**src/rtl/inv_key_schedule_if.sv**
```systemverilog
// Request/round-key stream between a reverse AES-128 key schedule and its consumer.
interface inv_key_schedule_if;
  logic         start;
  logic [127:0] key_in;
  logic         rk_ready;
  logic [127:0] rk_out;
  logic [3:0]   rk_round;
  logic         rk_valid;
  logic         busy;
  logic         done;

  modport master (
    output start, key_in, rk_ready,
    input  rk_out, rk_round, rk_valid, busy, done
  );

  modport slave (
    input  start, key_in, rk_ready,
    output rk_out, rk_round, rk_valid, busy, done
  );
endinterface

```
**src/rtl/inv_key_schedule.sv**
```systemverilog
// Walks the AES-128 key schedule backwards from the round-10 key, emitting
// round keys 9..0 one at a time under a valid/ready handshake.
module inv_key_schedule (
  input  logic              clk,
  input  logic              rst,
  inv_key_schedule_if.slave bus
);

  // Forward FIPS-197 S-box; element 0 is the leftmost byte.
  localparam logic [0:255][7:0] SBOX = {
    128'h637c777bf26b6fc53001672bfed7ab76,
    128'hca82c97dfa5947f0add4a2af9ca472c0,
    128'hb7fd9326363ff7cc34a5e5f171d83115,
    128'h04c723c31896059a071280e2eb27b275,
    128'h09832c1a1b6e5aa0523bd6b329e32f84,
    128'h53d100ed20fcb15b6acbbe394a4c58cf,
    128'hd0efaafb434d338545f9027f503c9fa8,
    128'h51a3408f929d38f5bcb6da2110fff3d2,
    128'hcd0c13ec5f974417c4a77e3d645d1973,
    128'h60814fdc222a908846eeb814de5e0bdb,
    128'he0323a0a4906245cc2d3ac629195e479,
    128'he7c8376d8dd54ea96c56f4ea657aae08,
    128'hba78252e1ca6b4c6e8dd741f4bbd8b8a,
    128'h703eb5664803f60e613557b986c11d9e,
    128'he1f8981169d98e949b1e87e9ce5528df,
    128'h8ca1890dbfe6426841992d0fb054bb16
  };

  typedef enum logic [1:0] {IDLE, CALC, OUT} state_t;

  state_t       state, nextState;
  logic [127:0] keyReg, keyNext, stepKey;
  logic [3:0]   roundCnt, cntNext;
  logic         doneReg, doneNext;
  logic [31:0]  w0p, w1p, w2p, w3p;
  logic [31:0]  w0n, w1n, w2n, w3n;

  function automatic logic [31:0] subRot(input logic [31:0] w);
    return {SBOX[w[23:16]], SBOX[w[15:8]], SBOX[w[7:0]], SBOX[w[31:24]]};
  endfunction

  function automatic logic [7:0] rcon(input logic [3:0] r);
    case (r)
      4'd1:    return 8'h01;
      4'd2:    return 8'h02;
      4'd3:    return 8'h04;
      4'd4:    return 8'h08;
      4'd5:    return 8'h10;
      4'd6:    return 8'h20;
      4'd7:    return 8'h40;
      4'd8:    return 8'h80;
      4'd9:    return 8'h1b;
      4'd10:   return 8'h36;
      default: return 8'h00;
    endcase
  endfunction

  // Undo one forward step: recover w3..w1 by XOR-ing neighbours, then w0 from the recovered w3.
  always_comb begin
    {w0p, w1p, w2p, w3p} = keyReg;
    w3n     = w3p ^ w2p;
    w2n     = w2p ^ w1p;
    w1n     = w1p ^ w0p;
    w0n     = w0p ^ subRot(w3n) ^ {rcon(roundCnt), 24'h000000};
    stepKey = {w0n, w1n, w2n, w3n};
  end

  always_ff @(posedge clk or posedge rst) begin
    if (rst) begin
      state    <= IDLE;
      keyReg   <= '0;
      roundCnt <= '0;
      doneReg  <= 1'b0;
    end else begin
      state    <= nextState;
      keyReg   <= keyNext;
      roundCnt <= cntNext;
      doneReg  <= doneNext;
    end
  end

  always_comb begin
    nextState = state;
    keyNext   = keyReg;
    cntNext   = roundCnt;
    doneNext  = 1'b0;
    case (state)
      IDLE: begin
        if (bus.start) begin
          keyNext   = bus.key_in;
          cntNext   = 4'd10;
          nextState = CALC;
        end
      end
      CALC: begin
        keyNext   = stepKey;
        cntNext   = roundCnt - 4'd1;
        nextState = OUT;
      end
      OUT: begin
        if (bus.rk_ready) begin
          if (roundCnt == 4'd0) begin
            doneNext  = 1'b1;
            nextState = IDLE;
          end else begin
            nextState = CALC;
          end
        end
      end
      default: nextState = IDLE;
    endcase
  end

  assign bus.rk_out   = keyReg;
  assign bus.rk_round = roundCnt;
  assign bus.rk_valid = (state == OUT);
  assign bus.busy     = (state != IDLE);
  assign bus.done     = doneReg;

endmodule

```
**src/flat_wrapper.sv**
```systemverilog
// flat-port wrapper written by rule: the top's interface ports become plain ports
module inv_key_schedule_flat 
  (clk, rst, bus_start, bus_key_in, bus_rk_ready, bus_rk_out, bus_rk_round, bus_rk_valid, bus_busy, bus_done);
  inv_key_schedule_if bus_i ();
  input  logic clk;
  input  logic rst;
  input wire logic [$bits(bus_i.start)-1:0] bus_start;
  input wire logic [$bits(bus_i.key_in)-1:0] bus_key_in;
  input wire logic [$bits(bus_i.rk_ready)-1:0] bus_rk_ready;
  output wire logic [$bits(bus_i.rk_out)-1:0] bus_rk_out;
  output wire logic [$bits(bus_i.rk_round)-1:0] bus_rk_round;
  output wire logic [$bits(bus_i.rk_valid)-1:0] bus_rk_valid;
  output wire logic [$bits(bus_i.busy)-1:0] bus_busy;
  output wire logic [$bits(bus_i.done)-1:0] bus_done;
  assign bus_i.start = bus_start;
  assign bus_i.key_in = bus_key_in;
  assign bus_i.rk_ready = bus_rk_ready;
  assign bus_rk_out = bus_i.rk_out;
  assign bus_rk_round = bus_i.rk_round;
  assign bus_rk_valid = bus_i.rk_valid;
  assign bus_busy = bus_i.busy;
  assign bus_done = bus_i.done;
  inv_key_schedule u_core (.clk(clk), .rst(rst), .bus(bus_i));
endmodule
```
**config.mk**
```make
export PLATFORM = sky130hd
export DESIGN_NAME = inv_key_schedule_flat
export DESIGN_NICKNAME = d
export VERILOG_FILES = /design/src/rtl/inv_key_schedule_if.sv /design/src/rtl/inv_key_schedule.sv /design/src/flat_wrapper.sv
export SDC_FILE = /design/constraint.sdc
export NUM_CORES = 1
export LEC_CHECK = 0
export CORE_ASPECT_RATIO = 1.75
export CORE_MARGIN = 4
export CORE_UTILIZATION = 35
export CTS_CLUSTER_SIZE = 24
export DETAILED_ROUTE_END_ITERATION = 16
export PLACE_DENSITY_LB_ADDON = 0.05
export SLEW_MARGIN = 40
export SYNTH_ARGS = -nofsm -noshare
export SYNTH_HDL_FRONTEND = slang
export SYNTH_SLANG_ARGS = --single-unit
```
**constraint.sdc**
```tcl
create_clock -name clk -period 6.7 [get_ports clk]
set_input_delay 2.01 -clock clk [delete_from_list [all_inputs] [get_ports clk]]
set_output_delay 2.01 -clock clk [all_outputs]
set_load 0.005 [all_outputs]
```
==> summary.txt <==
Run status
  • Status: completed

Synthesis
  • Top cells by count, synth: a21oi_1 (312), nand2_1 (310), o21ai_0 (294), nor2_1 (227), clkbuf_1 (222)
  • Post-synthesis average cell area: ~6.8 um2
  • Synth Flop Type: dfrtp_1
  • Synth Instances: 3066
  • Yosys warns: 0
  • Synth area leaders: dfrtp_1 (16%), a21oi_1 (7.5%), o21ai_0 (7.1%)
  • Synthesized area: roughly 21000 um2
  • Post-synthesis sequential area ratio: 0.162
  • Area leader, netlist: dfrtp_1
  • Flops & latches, synth: 135
  • Netlist cell types: between 80 and 90
  • Synthesized Nets: 3256
  • Async SR Flop Fraction: 1.00
  • Most common cell in the netlist: a21oi_1
  • Synth top area share: 0.162
  • Number of synthesized flops with an enable pin: 0

Global route
  • Global routing's busiest layer: met2
  • Largest net degree at the start of global routing: 93
  • Met2 Usage GRT: 0.615
  • Global-route usage over all layers: 0.366
  • M3 GR Usage: 0.0539
  • GR Util met1: 0.426
  • Initial antenna violation count: 16
  • Vias in the first global route: 25.8k
  • Total gr overflow: 0
  • First-pass GRT wire length: 177000 um

STA
  • Final Hold Fails: 0
  • Fmax: 0.223 GHz
  • RSZ-0062 raised after global routing: no
  • Crit share post-route: 0.668
  • Setup TNS: 0 ps
  • PnR worst setup slack: between 2000 and 2500 ps
  • Pins Over Slew Limit: 0
  • Post-layout min period: ~4500 ps
  • Max-slew headroom: 0.368
  • Setup violations, final: 0
  • Worst-case clock skew: 16.4 ps
  • Worst-margin pin slew: 938 ps

CTS
  • CTS sink cnt: 135
  • Post-CTS Setup Bufs: 0
  • Clk_lat worst skew: approximately 460 ps
  • Reg clk slew, reported paths: 70 ps
  • Hold-fix buffers, CTS: 0
  • Post-cts sizing count: 0
  • Num CTS Buffers: 17
  • Root Driver: clkbuf_16
  • CTS H-tree depth: 4
  • CTS tree: yes
  • Bufs on Longest Clock Path: 2

Finish
  • Area Overhead vs Synth: 18.9%
  • Share of layout cells above drive strength 1: 0.0720
  • Fin area: 24800 um2
  • Fin nets: 3259

Hold path
  • Class of the worst hold path: reg2reg

Critical path
  • CP required: 4690 ps
  • Crit start category: register
  • Worst Path Max Fanout: 52
  • WS Path Type: reg2out
  • Critical path capture point type: output port
  • CP Data Arrival Time: between 2000 and 2500 ps

Placement
  • Hpwl dp: between 80000 and 90000 um
  • Post-place instance area: 24100 um2
  • Placement Setup Slack: 1780 ps
  • RePlAce Congestion: 1.04
  • IO Port Bufs: approximately 270

Detailed routing
  • Total number of vias: roughly 28k
  • Final WL: 121000 um
  • Vias/cell: 7.12
  • Final ANT Viol Nets: 0
  • Residual DRC count: 0
  • 1st-iter DRT viols: 4784
  • 1st-pass router iterations: 7
  • Routed wire per std cell: roughly 31 um

Floorplan
  • Die W: 192 um
  • Core ar.: 59100 um2
  • Row count: 118
  • DIE AREA: 63700 um2
  • Starting Density: 0.353
  • Die Ht: 331 um
  • IO Count: 267

Job
  • Maxcap violations: 0
==> cell usage in the layout, fill, tap and decap left out, types with 47 or more instances in the layout <==
master	netlist	final
a31oi_1	63	63
a211oi_1	55	55
nor2_1	227	223
inv_1	49	47
a21oi_1	312	312
buf_4	4	75
dfrtp_1	135	134
nor3_1	97	97
o22a_1	74	74
o22ai_1	107	107
nand2_1	310	306
nand3_1	175	175
o21ai_0	294	293
o211ai_1	80	80
a311oi_1	48	47
ha_1	58	55
clkdlybuf4s50_1	0	265
==> logic make-up after synthesis <==
| kind of cell | after synthesis | share of synthesized area |
|---|---|---|
| compound gates | 1375 | 0.435 |
| mux | 68 | 0.0478 |
| buf+inv | 422 | 0.0826 |
| flops | 135 | 0.162 |
| xor+xnor | 87 | 0.0413 |
| simple gates | 921 | 0.197 |
| fa+ha+maj | 58 | 0.0348 |
==> sequential cells by signal (all words and copies together) (netlist names) <==
register / count
u_core.bus.rk_out: 128
u_core.bus.rk_round: 4
u_core.state: 2
u_core.bus.done: 1
==> cell type report <==
type	count	area (um2)
diodes	14	35.0
clock buffers	19	443
clock inverters	13	124
fillers	6259	34300
inverters	58	228
multi-input cells	2509	16300
flip-flops and latches	135	3380
well taps	780	976
repair buffers	348	3320
==> final timing paths <==
check,end,slack (ps),depth (start not counted),from
worst max-delay path,bus_rk_valid,2220,4,u_core.state[0]
worst min-delay path,u_core.bus.rk_out[79],570,2,u_core.bus.rk_out[79]
worst max register to register,u_core.bus.rk_out[112],2310,12,u_core.bus.rk_out[8]
worst min register to register,u_core.bus.rk_out[79],570,2,u_core.bus.rk_out[79]
max in group asynchronous,u_core.bus.rk_out[122],3650,3,rst
min in group asynchronous,u_core.bus.rk_out[48],2010,2,rst
==> critical path: stages (launching register included) <==
cell and delay, ps:
dfrtp_4 780, buf_4 470, nand2b_1 180, inv_1 110
clkdlybuf4s50_1 470
==> metal layers <==
metal | vias up | part of all wire
met5 | - | 0.00027
met4 | 6 | 0.088
met3 | 560 | 0.088
met2 | 2094 | 0.48
met1 | 13200 | 0.35
li1 | 11800 | -
==> per-stage QoR <==
| step | util | cells | hold WS [ps] |
|---|---|---|---|
| after detailed placement | 0.408 | 3827 | 568 |
| after floorplan | - | 3066 | 522 |
| after global placement | 0.406 | 3826 | 559 |
| final | 0.420 | 3876 | 574 |
| after global routing | 0.420 | 3874 | 601 |
| after CTS | 0.418 | 3859 | 578 |
Power is left out: the tool's default activity adds up to more than one toggle a clock period on the data nets, which glitch-free logic cannot reach.
